File: config.mk
export PLATFORM = sky130hd
export DESIGN_NAME = dsp48a1_slice_flat
export DESIGN_NICKNAME = d
export VERILOG_FILES = /design/src/rtl/dsp48a1_pkg.sv /design/src/rtl/dsp48a1_slice_if.sv /design/src/rtl/dsp48a1_pipe_reg.sv /design/src/rtl/dsp48a1_slice.sv /design/src/flat_wrapper.sv
export SDC_FILE = /design/constraint.sdc
export NUM_CORES = 1
export LEC_CHECK = 0
export ABC_AREA = 1
export BUFFER_PORTS_ARGS = -buffer_cell sky130_fd_sc_hd__buf_2
export CORE_AREA = 2 2 220 222
export CTS_CLUSTER_DIAMETER = 60
export DETAILED_ROUTE_END_ITERATION = 8
export DIE_AREA = 0 0 222 224
export PLACE_DENSITY = 0.8
export SETUP_SLACK_MARGIN = 0.1
export SYNTH_ARGS = -nofsm -noshare
export SYNTH_HDL_FRONTEND = slang
export SYNTH_SLANG_ARGS = --single-unit
File: constraint.sdc
create_clock -name CLK -period 7.2 [get_ports CLK]
set_input_delay 0.36 -clock CLK [delete_from_list [all_inputs] [get_ports CLK]]
set_output_delay 0.36 -clock CLK [all_outputs]
set_load 0.05 [all_outputs]
File: src/rtl/dsp48a1_pkg.sv
// Shared widths, OPMODE field positions, mux encodings and source-select names for the DSP48A1 slice.
package dsp48a1_pkg;

   localparam int W_AB = 18;
   localparam int W_M  = 36;
   localparam int W_P  = 48;

   localparam int OP_X_LSB    = 0;
   localparam int OP_Z_LSB    = 2;
   localparam int OP_PRE_EN   = 4;
   localparam int OP_CIN      = 5;
   localparam int OP_PRE_SUB  = 6;
   localparam int OP_POST_SUB = 7;

   typedef enum logic [1:0] {X_ZERO = 2'd0, X_M = 2'd1, X_P = 2'd2, X_CAT = 2'd3} x_sel_e;
   typedef enum logic [1:0] {Z_ZERO = 2'd0, Z_PCIN = 2'd1, Z_P = 2'd2, Z_C = 2'd3} z_sel_e;

   localparam string CINSEL_OPMODE5 = "OPMODE5";
   localparam string CINSEL_CARRYIN = "CARRYIN";
   localparam string BIN_DIRECT     = "DIRECT";
   localparam string BIN_CASCADE    = "CASCADE";

endpackage

File: src/rtl/dsp48a1_slice_if.sv
// Data, control and cascade bundle of the DSP48A1 slice; PZERO exists only with DSP48A1_ZERO_DETECT_EN.
interface dsp48a1_slice_if;
   import dsp48a1_pkg::*;

   logic [W_AB-1:0] A, B, D, BCIN, BCOUT;
   logic [W_P-1:0]  C, PCIN, P, PCOUT;
   logic [W_M-1:0]  M;
   logic [7:0]      OPMODE;
   logic            CARRYIN, CARRYOUT, CARRYOUTF;
   logic            CEA, CEB, CEC, CED, CEM, CEP, CECARRYIN, CEOPMODE;
   logic            RSTA, RSTB, RSTC, RSTD, RSTM, RSTP, RSTCARRYIN, RSTOPMODE;
`ifdef DSP48A1_ZERO_DETECT_EN
   logic            PZERO;
`endif

   modport master (
      output A, B, D, C, BCIN, PCIN, OPMODE, CARRYIN,
      output CEA, CEB, CEC, CED, CEM, CEP, CECARRYIN, CEOPMODE,
      output RSTA, RSTB, RSTC, RSTD, RSTM, RSTP, RSTCARRYIN, RSTOPMODE,
`ifdef DSP48A1_ZERO_DETECT_EN
      input  PZERO,
`endif
      input  M, P, PCOUT, CARRYOUT, CARRYOUTF, BCOUT
   );

   modport slave (
      input  A, B, D, C, BCIN, PCIN, OPMODE, CARRYIN,
      input  CEA, CEB, CEC, CED, CEM, CEP, CECARRYIN, CEOPMODE,
      input  RSTA, RSTB, RSTC, RSTD, RSTM, RSTP, RSTCARRYIN, RSTOPMODE,
`ifdef DSP48A1_ZERO_DETECT_EN
      output PZERO,
`endif
      output M, P, PCOUT, CARRYOUT, CARRYOUTF, BCOUT
   );

endinterface

File: src/rtl/dsp48a1_pipe_reg.sv
// One optional pipeline stage: CE hold, sync active-high clear, async active-low reset, or pass-through when EN=0.
module dsp48a1_pipe_reg #(
   parameter int W  = 18,
   parameter bit EN = 1'b1
) (
   input  logic         clk,
   input  logic         rst_n,
   input  logic         ce_i,
   input  logic         srst_i,
   input  logic [W-1:0] d_i,
   output logic [W-1:0] q_o
);

   logic [W-1:0] q_q, q_d;

   always_comb begin
      q_d = q_q;
      if (srst_i)    q_d = '0;
      else if (ce_i) q_d = d_i;
   end

   always_ff @(posedge clk or negedge rst_n) begin
      if (!rst_n) q_q <= '0;
      else        q_q <= q_d;
   end

   // Bypass keeps the flop in the source so every input is used; it is pruned in synthesis.
   assign q_o = EN ? q_q : d_i;

endmodule

File: src/rtl/dsp48a1_slice.sv
// DSP48A1 slice: pre-adder, 18x18 unsigned multiplier, 48-bit post-adder, cascades; DSP48A1_ZERO_DETECT_EN adds PZERO.
module dsp48a1_slice
   import dsp48a1_pkg::*;
#(
   parameter int    A0REG       = 0,
   parameter int    A1REG       = 1,
   parameter int    B0REG       = 0,
   parameter int    B1REG       = 1,
   parameter int    CREG        = 1,
   parameter int    DREG        = 1,
   parameter int    MREG        = 1,
   parameter int    PREG        = 1,
   parameter int    CARRYINREG  = 1,
   parameter int    CARRYOUTREG = 1,
   parameter int    OPMODEREG   = 1,
   parameter string CARRYINSEL  = "OPMODE5",
   parameter string B_INPUT     = "DIRECT"
) (
   input logic           CLK,
   input logic           RST_N,
   dsp48a1_slice_if.slave bus
);

   localparam bit CIN_FROM_OP   = (CARRYINSEL == CINSEL_OPMODE5);
   localparam bit CIN_FROM_PORT = (CARRYINSEL == CINSEL_CARRYIN);
   localparam bit B_FROM_PORT   = (B_INPUT == BIN_DIRECT);
   localparam bit B_FROM_CASC   = (B_INPUT == BIN_CASCADE);

   logic [W_AB-1:0] b_src, a0, a1, b0, b1, d_s, pre;
   logic [W_P-1:0]  c_s, x_mux, z_mux, p_s;
   logic [W_M-1:0]  prod, m_s;
   logic [7:0]      op;
   logic            cin_src, cin, co_s;
   logic [W_P:0]    xc_ext, post;

   always_comb begin
      b_src = '0;
      if (B_FROM_PORT)      b_src = bus.B;
      else if (B_FROM_CASC) b_src = bus.BCIN;
   end

   dsp48a1_pipe_reg #(.W(8), .EN(OPMODEREG != 0)) u_opm (
      .clk(CLK), .rst_n(RST_N), .ce_i(bus.CEOPMODE), .srst_i(bus.RSTOPMODE), .d_i(bus.OPMODE), .q_o(op));
   dsp48a1_pipe_reg #(.W(W_AB), .EN(A0REG != 0)) u_a0 (
      .clk(CLK), .rst_n(RST_N), .ce_i(bus.CEA), .srst_i(bus.RSTA), .d_i(bus.A), .q_o(a0));
   dsp48a1_pipe_reg #(.W(W_AB), .EN(A1REG != 0)) u_a1 (
      .clk(CLK), .rst_n(RST_N), .ce_i(bus.CEA), .srst_i(bus.RSTA), .d_i(a0), .q_o(a1));
   dsp48a1_pipe_reg #(.W(W_AB), .EN(B0REG != 0)) u_b0 (
      .clk(CLK), .rst_n(RST_N), .ce_i(bus.CEB), .srst_i(bus.RSTB), .d_i(b_src), .q_o(b0));
   dsp48a1_pipe_reg #(.W(W_AB), .EN(DREG != 0)) u_d (
      .clk(CLK), .rst_n(RST_N), .ce_i(bus.CED), .srst_i(bus.RSTD), .d_i(bus.D), .q_o(d_s));
   dsp48a1_pipe_reg #(.W(W_P), .EN(CREG != 0)) u_c (
      .clk(CLK), .rst_n(RST_N), .ce_i(bus.CEC), .srst_i(bus.RSTC), .d_i(bus.C), .q_o(c_s));

   always_comb begin
      pre = b0;
      if (op[OP_PRE_EN]) pre = op[OP_PRE_SUB] ? (d_s - b0) : (d_s + b0);
   end

   dsp48a1_pipe_reg #(.W(W_AB), .EN(B1REG != 0)) u_b1 (
      .clk(CLK), .rst_n(RST_N), .ce_i(bus.CEB), .srst_i(bus.RSTB), .d_i(pre), .q_o(b1));

   assign prod = W_M'(a1) * W_M'(b1);

   dsp48a1_pipe_reg #(.W(W_M), .EN(MREG != 0)) u_m (
      .clk(CLK), .rst_n(RST_N), .ce_i(bus.CEM), .srst_i(bus.RSTM), .d_i(prod), .q_o(m_s));

   always_comb begin
      cin_src = 1'b0;
      if (CIN_FROM_OP)        cin_src = op[OP_CIN];
      else if (CIN_FROM_PORT) cin_src = bus.CARRYIN;
   end

   dsp48a1_pipe_reg #(.W(1), .EN(CARRYINREG != 0)) u_cin (
      .clk(CLK), .rst_n(RST_N), .ce_i(bus.CECARRYIN), .srst_i(bus.RSTCARRYIN), .d_i(cin_src), .q_o(cin));

   always_comb begin
      x_mux = '0;
      case (x_sel_e'(op[OP_X_LSB +: 2]))
         X_M:     x_mux = W_P'(m_s);
         X_P:     x_mux = p_s;
         X_CAT:   x_mux = {d_s[11:0], a1, b1};
         default: x_mux = '0;
      endcase
   end

   always_comb begin
      z_mux = '0;
      case (z_sel_e'(op[OP_Z_LSB +: 2]))
         Z_PCIN:  z_mux = bus.PCIN;
         Z_P:     z_mux = p_s;
         Z_C:     z_mux = c_s;
         default: z_mux = '0;
      endcase
   end

   // 49-bit arithmetic: bit 48 is the carry on add and the borrow on subtract.
   assign xc_ext = {1'b0, x_mux} + {{W_P{1'b0}}, cin};
   assign post   = op[OP_POST_SUB] ? ({1'b0, z_mux} - xc_ext) : ({1'b0, z_mux} + xc_ext);

   dsp48a1_pipe_reg #(.W(W_P), .EN(PREG != 0)) u_p (
      .clk(CLK), .rst_n(RST_N), .ce_i(bus.CEP), .srst_i(bus.RSTP), .d_i(post[W_P-1:0]), .q_o(p_s));
   dsp48a1_pipe_reg #(.W(1), .EN(CARRYOUTREG != 0)) u_co (
      .clk(CLK), .rst_n(RST_N), .ce_i(bus.CECARRYIN), .srst_i(bus.RSTCARRYIN), .d_i(post[W_P]), .q_o(co_s));

`ifdef DSP48A1_ZERO_DETECT_EN
   logic pzero_s;
   dsp48a1_pipe_reg #(.W(1), .EN(PREG != 0)) u_pz (
      .clk(CLK), .rst_n(RST_N), .ce_i(bus.CEP), .srst_i(bus.RSTP),
      .d_i(post[W_P-1:0] == '0), .q_o(pzero_s));
   assign bus.PZERO = pzero_s;
`endif

   assign bus.M         = m_s;
   assign bus.P         = p_s;
   assign bus.PCOUT     = p_s;
   assign bus.CARRYOUT  = co_s;
   assign bus.CARRYOUTF = co_s;
   assign bus.BCOUT     = b1;

endmodule

File: src/flat_wrapper.sv
// flat-port wrapper written by rule: the top's interface ports become plain ports
module dsp48a1_slice_flat import dsp48a1_pkg::*;
#(
   parameter int    A0REG       = 0,
   parameter int    A1REG       = 1,
   parameter int    B0REG       = 0,
   parameter int    B1REG       = 1,
   parameter int    CREG        = 1,
   parameter int    DREG        = 1,
   parameter int    MREG        = 1,
   parameter int    PREG        = 1,
   parameter int    CARRYINREG  = 1,
   parameter int    CARRYOUTREG = 1,
   parameter int    OPMODEREG   = 1,
   parameter string CARRYINSEL  = "       ",
   parameter string B_INPUT     = "      "
)
  (CLK, RST_N, bus_A, bus_B, bus_D, bus_C, bus_BCIN, bus_PCIN, bus_OPMODE, bus_CARRYIN, bus_CEA, bus_CEB, bus_CEC, bus_CED, bus_CEM, bus_CEP, bus_CECARRYIN, bus_CEOPMODE, bus_RSTA, bus_RSTB, bus_RSTC, bus_RSTD, bus_RSTM, bus_RSTP, bus_RSTCARRYIN, bus_RSTOPMODE, bus_M, bus_P, bus_PCOUT, bus_CARRYOUT, bus_CARRYOUTF, bus_BCOUT);
  dsp48a1_slice_if bus_i ();
  input logic CLK;
  input logic RST_N;
  input wire logic [$bits(bus_i.A)-1:0] bus_A;
  input wire logic [$bits(bus_i.B)-1:0] bus_B;
  input wire logic [$bits(bus_i.D)-1:0] bus_D;
  input wire logic [$bits(bus_i.C)-1:0] bus_C;
  input wire logic [$bits(bus_i.BCIN)-1:0] bus_BCIN;
  input wire logic [$bits(bus_i.PCIN)-1:0] bus_PCIN;
  input wire logic [$bits(bus_i.OPMODE)-1:0] bus_OPMODE;
  input wire logic [$bits(bus_i.CARRYIN)-1:0] bus_CARRYIN;
  input wire logic [$bits(bus_i.CEA)-1:0] bus_CEA;
  input wire logic [$bits(bus_i.CEB)-1:0] bus_CEB;
  input wire logic [$bits(bus_i.CEC)-1:0] bus_CEC;
  input wire logic [$bits(bus_i.CED)-1:0] bus_CED;
  input wire logic [$bits(bus_i.CEM)-1:0] bus_CEM;
  input wire logic [$bits(bus_i.CEP)-1:0] bus_CEP;
  input wire logic [$bits(bus_i.CECARRYIN)-1:0] bus_CECARRYIN;
  input wire logic [$bits(bus_i.CEOPMODE)-1:0] bus_CEOPMODE;
  input wire logic [$bits(bus_i.RSTA)-1:0] bus_RSTA;
  input wire logic [$bits(bus_i.RSTB)-1:0] bus_RSTB;
  input wire logic [$bits(bus_i.RSTC)-1:0] bus_RSTC;
  input wire logic [$bits(bus_i.RSTD)-1:0] bus_RSTD;
  input wire logic [$bits(bus_i.RSTM)-1:0] bus_RSTM;
  input wire logic [$bits(bus_i.RSTP)-1:0] bus_RSTP;
  input wire logic [$bits(bus_i.RSTCARRYIN)-1:0] bus_RSTCARRYIN;
  input wire logic [$bits(bus_i.RSTOPMODE)-1:0] bus_RSTOPMODE;
  output wire logic [$bits(bus_i.M)-1:0] bus_M;
  output wire logic [$bits(bus_i.P)-1:0] bus_P;
  output wire logic [$bits(bus_i.PCOUT)-1:0] bus_PCOUT;
  output wire logic [$bits(bus_i.CARRYOUT)-1:0] bus_CARRYOUT;
  output wire logic [$bits(bus_i.CARRYOUTF)-1:0] bus_CARRYOUTF;
  output wire logic [$bits(bus_i.BCOUT)-1:0] bus_BCOUT;
  assign bus_i.A = bus_A;
  assign bus_i.B = bus_B;
  assign bus_i.D = bus_D;
  assign bus_i.C = bus_C;
  assign bus_i.BCIN = bus_BCIN;
  assign bus_i.PCIN = bus_PCIN;
  assign bus_i.OPMODE = bus_OPMODE;
  assign bus_i.CARRYIN = bus_CARRYIN;
  assign bus_i.CEA = bus_CEA;
  assign bus_i.CEB = bus_CEB;
  assign bus_i.CEC = bus_CEC;
  assign bus_i.CED = bus_CED;
  assign bus_i.CEM = bus_CEM;
  assign bus_i.CEP = bus_CEP;
  assign bus_i.CECARRYIN = bus_CECARRYIN;
  assign bus_i.CEOPMODE = bus_CEOPMODE;
  assign bus_i.RSTA = bus_RSTA;
  assign bus_i.RSTB = bus_RSTB;
  assign bus_i.RSTC = bus_RSTC;
  assign bus_i.RSTD = bus_RSTD;
  assign bus_i.RSTM = bus_RSTM;
  assign bus_i.RSTP = bus_RSTP;
  assign bus_i.RSTCARRYIN = bus_RSTCARRYIN;
  assign bus_i.RSTOPMODE = bus_RSTOPMODE;
  assign bus_M = bus_i.M;
  assign bus_P = bus_i.P;
  assign bus_PCOUT = bus_i.PCOUT;
  assign bus_CARRYOUT = bus_i.CARRYOUT;
  assign bus_CARRYOUTF = bus_i.CARRYOUTF;
  assign bus_BCOUT = bus_i.BCOUT;
  dsp48a1_slice #(.A0REG(A0REG), .A1REG(A1REG), .B0REG(B0REG), .B1REG(B1REG), .CREG(CREG), .DREG(DREG), .MREG(MREG), .PREG(PREG), .CARRYINREG(CARRYINREG), .CARRYOUTREG(CARRYOUTREG), .OPMODEREG(OPMODEREG), .CARRYINSEL(CARRYINSEL), .B_INPUT(B_INPUT)) u_core (.CLK(CLK), .RST_N(RST_N), .bus(bus_i));
endmodule
==> results.toml, run 1 <==
[run_status]
status = "complete, no violations"

[floorplanning]
dieHeight_um = 224
die_x_um = 222
floorplan.initialDensity_pct = 54.32
fp-row-count = 80
fp.coreArea_sq_mm = 0.04735
dieArea_sq_mm = 0.04973
io_pins = 347

[placed_design]
placed_area_sq_mm = 0.02725
io_buffers = 307
place_ws_ps = 974.8
gp_congestion = 1.030
dp_hpwl_mm = 70.09

[finish]
nFillCells = 4379
drive_gt1_share_pct = 11.61
regArea_sq_mm = 0.004831
multi_input_area_sq_mm = 0.01680
nNetsFinal = 4481
fin_area_sq_mm = 0.02787
area_growth_pct = 8.377
final_core_util_pct = 58.87

[timing]
hold_viol = 0
rsz0062_at_grt = "no"
whs_ps = 41.07
setup_viol_count_final = 0
worstMarginPinSlew_ps = 1130
finClkSkew_ps = 21.75
fin_crit_ps = 6349
setup_tns_ps = 0
relSlewSlack_pct = 24.64
setup_slack_ps = 850.8
fmax_mhz = 157.5
maxSlewViolCount = 0
finalCritPeriodShare_pct = 88.18

[logic_synthesis]
synthArstFlopShare_pct = 100.0
seq_area_frac_synth_pct = 18.78
syn_nets = 4320
yosys_warnings = 0
syn_inst = 3709
synth.ff_latch_count = 193
synth_edf_count = 0
postSynthAreaPerCell_sq_um = 6.934
netlist-cell-type-count = 45
netlist.area_leader.share_pct = 20.00
synth_area_leaders = "fa_1 (20%), dfrtp_1 (19%), nand2_1 (14%)"
synth_area_sq_mm = 0.02572
synth_flop_cell = "dfrtp_1"
synth_top_area_cell = "fa_1"

[critical_path]
worst_ep_arrival_time_ps = 6710
crit_path_max_fanout = 20
cp-startpoint = "u_core.u_a1.q_o[9]"
timing.reg2reg.setup_slack_ps = 850
reg2reg_to = "u_core.u_m.q_o[32]"
endpoint = "u_core.u_m.q_o[32]"
worstSetupPathType = "reg -> reg"
end_kind = "flop"
start_kind = "flop"
ff2ff_path_depth = 18
cp.required_ps = 7560
rr_startpoint = "u_core.u_a1.q_o[9]"

[global_routing]
overflow = 0
grt_pass1_wl_mm = 136.0
grt_usage_pct = 35.78
grt_pass1_vias = 24810
grt_antenna_before_repair = 2
grt_max_degree = 75

[hold_path]
hold_path_class = "in -> reg"
min_from = "bus_RSTM"

[clocking]
cts-root-buf = "clkbuf_16"
htreeDepth = 4
cts.sink_count = 193
clock_latency_ps = 530
max-clock-path-buffers = 2
path_clk_slew_ps = 90
post-cts-setup-buffers = 0
cts_tree = "built"
numCtsBuffers = 17

[routing]
via_count = 25290
post_drt_via_cell_ratio = 5.621
totalWireLength_mm = 87.18
drt_iter0_drc = 2394
firstDrtPassIters = 6
drc = 0
wl_per_cell_um = 19.38
ant_nets = 0

[power]
power_density_mw_per_mm2 = 210.8
peakVddDrop_mv = 0.2438
leakagePower_nw = 16.07

[job]
drv_cap = 0
## kinds of logic after synthesis
group,after synthesis,synth area share (%)
fa+ha+maj,416,27.74
compound gates,491,10.80
simple gates,1560,25.41
flops,193,18.78
buf+inv,1010,15.94
xor+xnor,39,1.328
## cells in the mapped netlist (3+ instances only)
| library cell | n |
|---|---|
| nor2_4 | 6 |
| a21o_1 | 4 |
| o221ai_1 | 30 |
| nand4_1 | 28 |
| buf_1 | 17 |
| dfrtp_1 | 193 |
| a21oi_1 | 138 |
| buf_6 | 15 |
| xnor2_1 | 15 |
| buf_4 | 50 |
| nand3b_1 | 5 |
| ha_1 | 159 |
| or2_2 | 14 |
| nor4_1 | 4 |
| nor2_1 | 246 |
| a21boi_0 | 9 |
| inv_2 | 8 |
| fa_1 | 257 |
| o21bai_1 | 10 |
| o211ai_1 | 18 |
| nor2_2 | 25 |
| a22o_1 | 5 |
| o21a_1 | 5 |
| nor3_1 | 21 |
| nand2_2 | 8 |
| o22ai_1 | 43 |
| buf_2 | 3 |
| nand2_1 | 942 |
| nand3_2 | 8 |
| clkbuf_1 | 116 |
| nand3_1 | 248 |
| o21ai_0 | 214 |
| o21ai_1 | 10 |
| xor2_1 | 24 |
| inv_1 | 797 |
## critical path: stages (launching register included)
cell and delay [ps]:
dfrtp_1 1070, nand2_1 170, fa_1 550, fa_1 480
fa_1 540, inv_1 50, fa_1 500, fa_1 510
inv_1 50, fa_1 500, inv_1 50, ha_1 330
nand2_1 120, nor2_1 190, inv_1 70, o21ai_0 480
nand2_1 180, a21oi_1 210, o22ai_1 100
## report_power, final
group          switching (mW)  leakage (nW)  internal, mW
sequential              0.271          2.60          1.20
combinational            2.47          13.2         0.878
clock                   0.525         0.292         0.533
## state kept, by name, summed over array words and instances, names as in the netlist
| signal | count |
|---|---|
| u_core.u_m.q_o | 36 |
| u_core.u_p.q_o | 48 |
| u_core.u_d.q_o | 18 |
| u_core.u_opm.q_o | 6 |
| u_core.u_c.q_o | 48 |
| u_core.u_co.q_o | 1 |
| u_core.u_a1.q_o | 18 |
| u_core.u_b1.q_o | 18 |
## per-layer routing
| layer | share of wire, % | track usage (%) | vias up |
|---|---|---|---|
| met4 | 6.0 | 20.14 | 4 |
| met1 | 38 | 44.76 | 11910 |
| met2 | 46 | 57.76 | 1388 |
| met5 | 0.031 | 0 | - |
| met3 | 9.9 | 7.778 | 324 |
| li1 | - | - | 11670 |
## worst min-delay path by stage
stage / slack (ps) / cells after the start / to
2_1_floorplan: 60 / 0 / u_core.u_a1.q_o[0]
4_1_cts: 10 / 2 / u_core.u_m.q_o[11]
6_report: 40 / 2 / u_core.u_m.q_o[11]
5_1_grt: 70 / 2 / u_core.u_m.q_o[11]
3_3_place_gp: 350 / 1 / u_core.u_c.q_o[35]
3_5_place_dp: 350 / 1 / u_core.u_c.q_o[35]
## metrics by stage
stage          power (mW)  cells
2_1_floorplan       3.850   3709
3_3_place_gp        4.721   4465
3_5_place_dp        4.735   4465
4_1_cts             5.796   4498
5_1_grt             6.204   4498
6_report            5.875   4499
## repair_timing
action / in CTS / in global routing
gates resized for setup: 0 / 0
hold endpoints to repair: 58 / 0
hold buffers: 1 / 0
setup endpoints to repair: 0 / 0
## layout by cell type, fill, tap and decap left out, types with 138 or more instances in the layout
| cell type | n |
|---|---|
| nand2_1 | 942 |
| inv_1 | 797 |
| buf_2 | 306 |
| fa_1 | 257 |
| nand3_1 | 248 |
| nor2_1 | 244 |
| o21ai_0 | 214 |
| dfrtp_1 | 192 |
| ha_1 | 159 |
| a21oi_1 | 138 |
## layout make-up
| type | count | share of cell area (%) |
|---|---|---|
| multi-input cells | 2506 | 60.27 |
| flip-flops and latches | 193 | 17.33 |
| inverters | 809 | 10.91 |
| repair buffers | 343 | 6.522 |
| well taps | 615 | 2.761 |
| clock buffers | 19 | 1.589 |
| clock inverters | 13 | 0.6060 |
| diodes | 1 | 0.008977 |
(Power assumes the default switching activity.)
==> run 2: changes to the inputs <==
Settings changed: PLACE_DENSITY 0.8 to 0.77.
==> run 2 against run 1 <==
Net effect: maximum frequency decreased by 1.9%; critical path depth grew 1; die area stayed put; final cell count is essentially flat; first-iteration DRC count decreased by 8.4%; register-to-register slack got worse by 120 ps; via count shrank 1.4%; core utilization hardly changed; global-route usage increased by 0.37 points; clock-buffer cell count did not move; routed wire length increased by 1.2%; sequential cell count is the same.
==> results.toml, run 2 (same netlist as run 1, synthesis figures left out) <==
[floorplanning]
io_pins = 347
floorplan.initialDensity_pct = 54.32
dieArea_sq_mm = 0.04973
dieHeight_um = 224
fp-row-count = 80
fp.coreArea_sq_mm = 0.04735
die_x_um = 222

[clocking]
cts.sink_count = 193
htreeDepth = 4
cts-root-buf = "clkbuf_16"
numCtsBuffers = 17
cts_resized = 0
path_clk_slew_ps = 90
max-clock-path-buffers = 2
clock_latency_ps = 520
cts_tree = "built"

[critical_path]
crit_chain = "nand2_1 > fa_1 > fa_1 > fa_1 > inv_1 > fa_1 > fa_1 > inv_1 > fa_1 > inv_1 > ha_1 > nand2_1 > nor2_1 > nand2_1 > o21ai_0 > nand3_1 > nand2_1 > o21ai_0 > o21ai_0"
path_buf_inv = 3
cp_top_family = "adder cells"
start_kind = "flop"
cp.required_ps = 7630
cp-startpoint = "u_core.u_a1.q_o[11]"
crit_path_max_fanout = 20
worstSetupPathType = "reg -> reg"
crit_top_cell = "fa_1"
worst_ep_arrival_time_ps = 6910
slowest_stage = "dfrtp_1"
end_kind = "flop"
rr_startpoint = "u_core.u_a1.q_o[11]"
slowest_delay_ps = 1030

[routing]
drc = 0
drt_iter0_drc = 2194
post_drt_via_cell_ratio = 5.537
wl_per_cell_um = 19.60
firstDrtPassIters = 8
totalWireLength_mm = 88.20
ant_nets = 0
via_count = 24920

[global_routing]
grt_pass1_wl_mm = 137.1
grt_max_degree = 79
grt_antenna_before_repair = 1
grt_usage_pct = 36.15
grt_pass1_vias = 24450
overflow = 0

[job]
drv_cap = 0

[run_status]
status = "complete, no violations"

[finish]
drive_gt1_share_pct = 11.69
regArea_sq_mm = 0.004831
multi_input_area_sq_mm = 0.01680
area_growth_pct = 8.372
nFillCells = 4559
nNetsFinal = 4483
final_common_cell = "nand2_1"
final_core_util_pct = 58.87
final_cell_mix = "nand2_1 (942), inv_1 (797), buf_2 (306), fa_1 (257), nand3_1 (248)"

[timing]
worstMarginPinSlew_ps = 1101
finClkSkew_ps = 17.96
fin_crit_ps = 6474
hold_viol = 0
relSlewSlack_pct = 26.49
finalCritPeriodShare_pct = 89.92
rsz0062_at_grt = "no"
setup_tns_ps = 0
maxSlewViolCount = 0
fmax_mhz = 154.5
setup_viol_count_final = 0

[placed_design]
io_buffers = 307
dp_hpwl_mm = 71.47
gp_congestion = 1.014

[power]
power_density_mw_per_mm2 = 210.9
peakVddDrop_mv = 0.2495
leakagePower_nw = 16.08

[hold_path]
hold_path_class = "in -> reg"
min_from = "bus_RSTM"
[run 2: path summary, 6_finish.rpt]
path / endpoint / slack [ps] / cells after the start
max: u_core.u_m.q_o[34] / 730 / 19
min in group asynchronous: u_core.u_p.q_o[32] / 420 / 2
min reg2reg: u_core.u_b1.q_o[13] / 520 / 2
max reg2reg: u_core.u_m.q_o[34] / 730 / 19
max in group asynchronous: u_core.u_d.q_o[14] / 5470 / 3
min: u_core.u_m.q_o[11] / 30 / 2
[run 2: metrics by stage]
stage	setup slack (ps)	power (mW)	hold slack, ps	instances	instance area (sq um)
2_1_floorplan	1240	3.850	64.41	3709	25720
3_3_place_gp	887.3	4.803	425.4	4467	27260
3_5_place_dp	855.5	4.804	430.6	4467	27260
4_1_cts	825.4	5.830	8.116	4500	27870
5_1_grt	425.6	6.216	40.71	4501	27870
6_report	725.8	5.878	32.85	4501	27870
[run 2: area by class of cell]
type | instances | area share (%)
Timing Repair Buffer | 345 | 6.576
Antenna cell | 1 | 0.008978
Tap cell | 615 | 2.761
Clock inverter | 13 | 0.5117
Inverter | 809 | 10.91
Sequential cell | 193 | 17.33
Clock buffer | 19 | 1.625
Multi-Input combinational cell | 2506 | 60.27
[run 2: timing repair]
action	in CTS	in global routing
buffers inserted	0	0
hold buffers	1	0
hold endpoints to repair	76	0
[run 2: metal layers]
layer  wire length, um  global-route usage [%]
met1             34240                   46.37
met2             41130                   59.29
met3              8057                   5.916
met4              4764                   18.64
met5                 0                       0
[run 2: where the power goes]
part / switching [mW] / internal, mW / leakage (nW)
logic: 2.51 / 0.878 / 13.2
clock network: 0.539 / 0.481 / 0.289
registers: 0.273 / 1.20 / 2.60
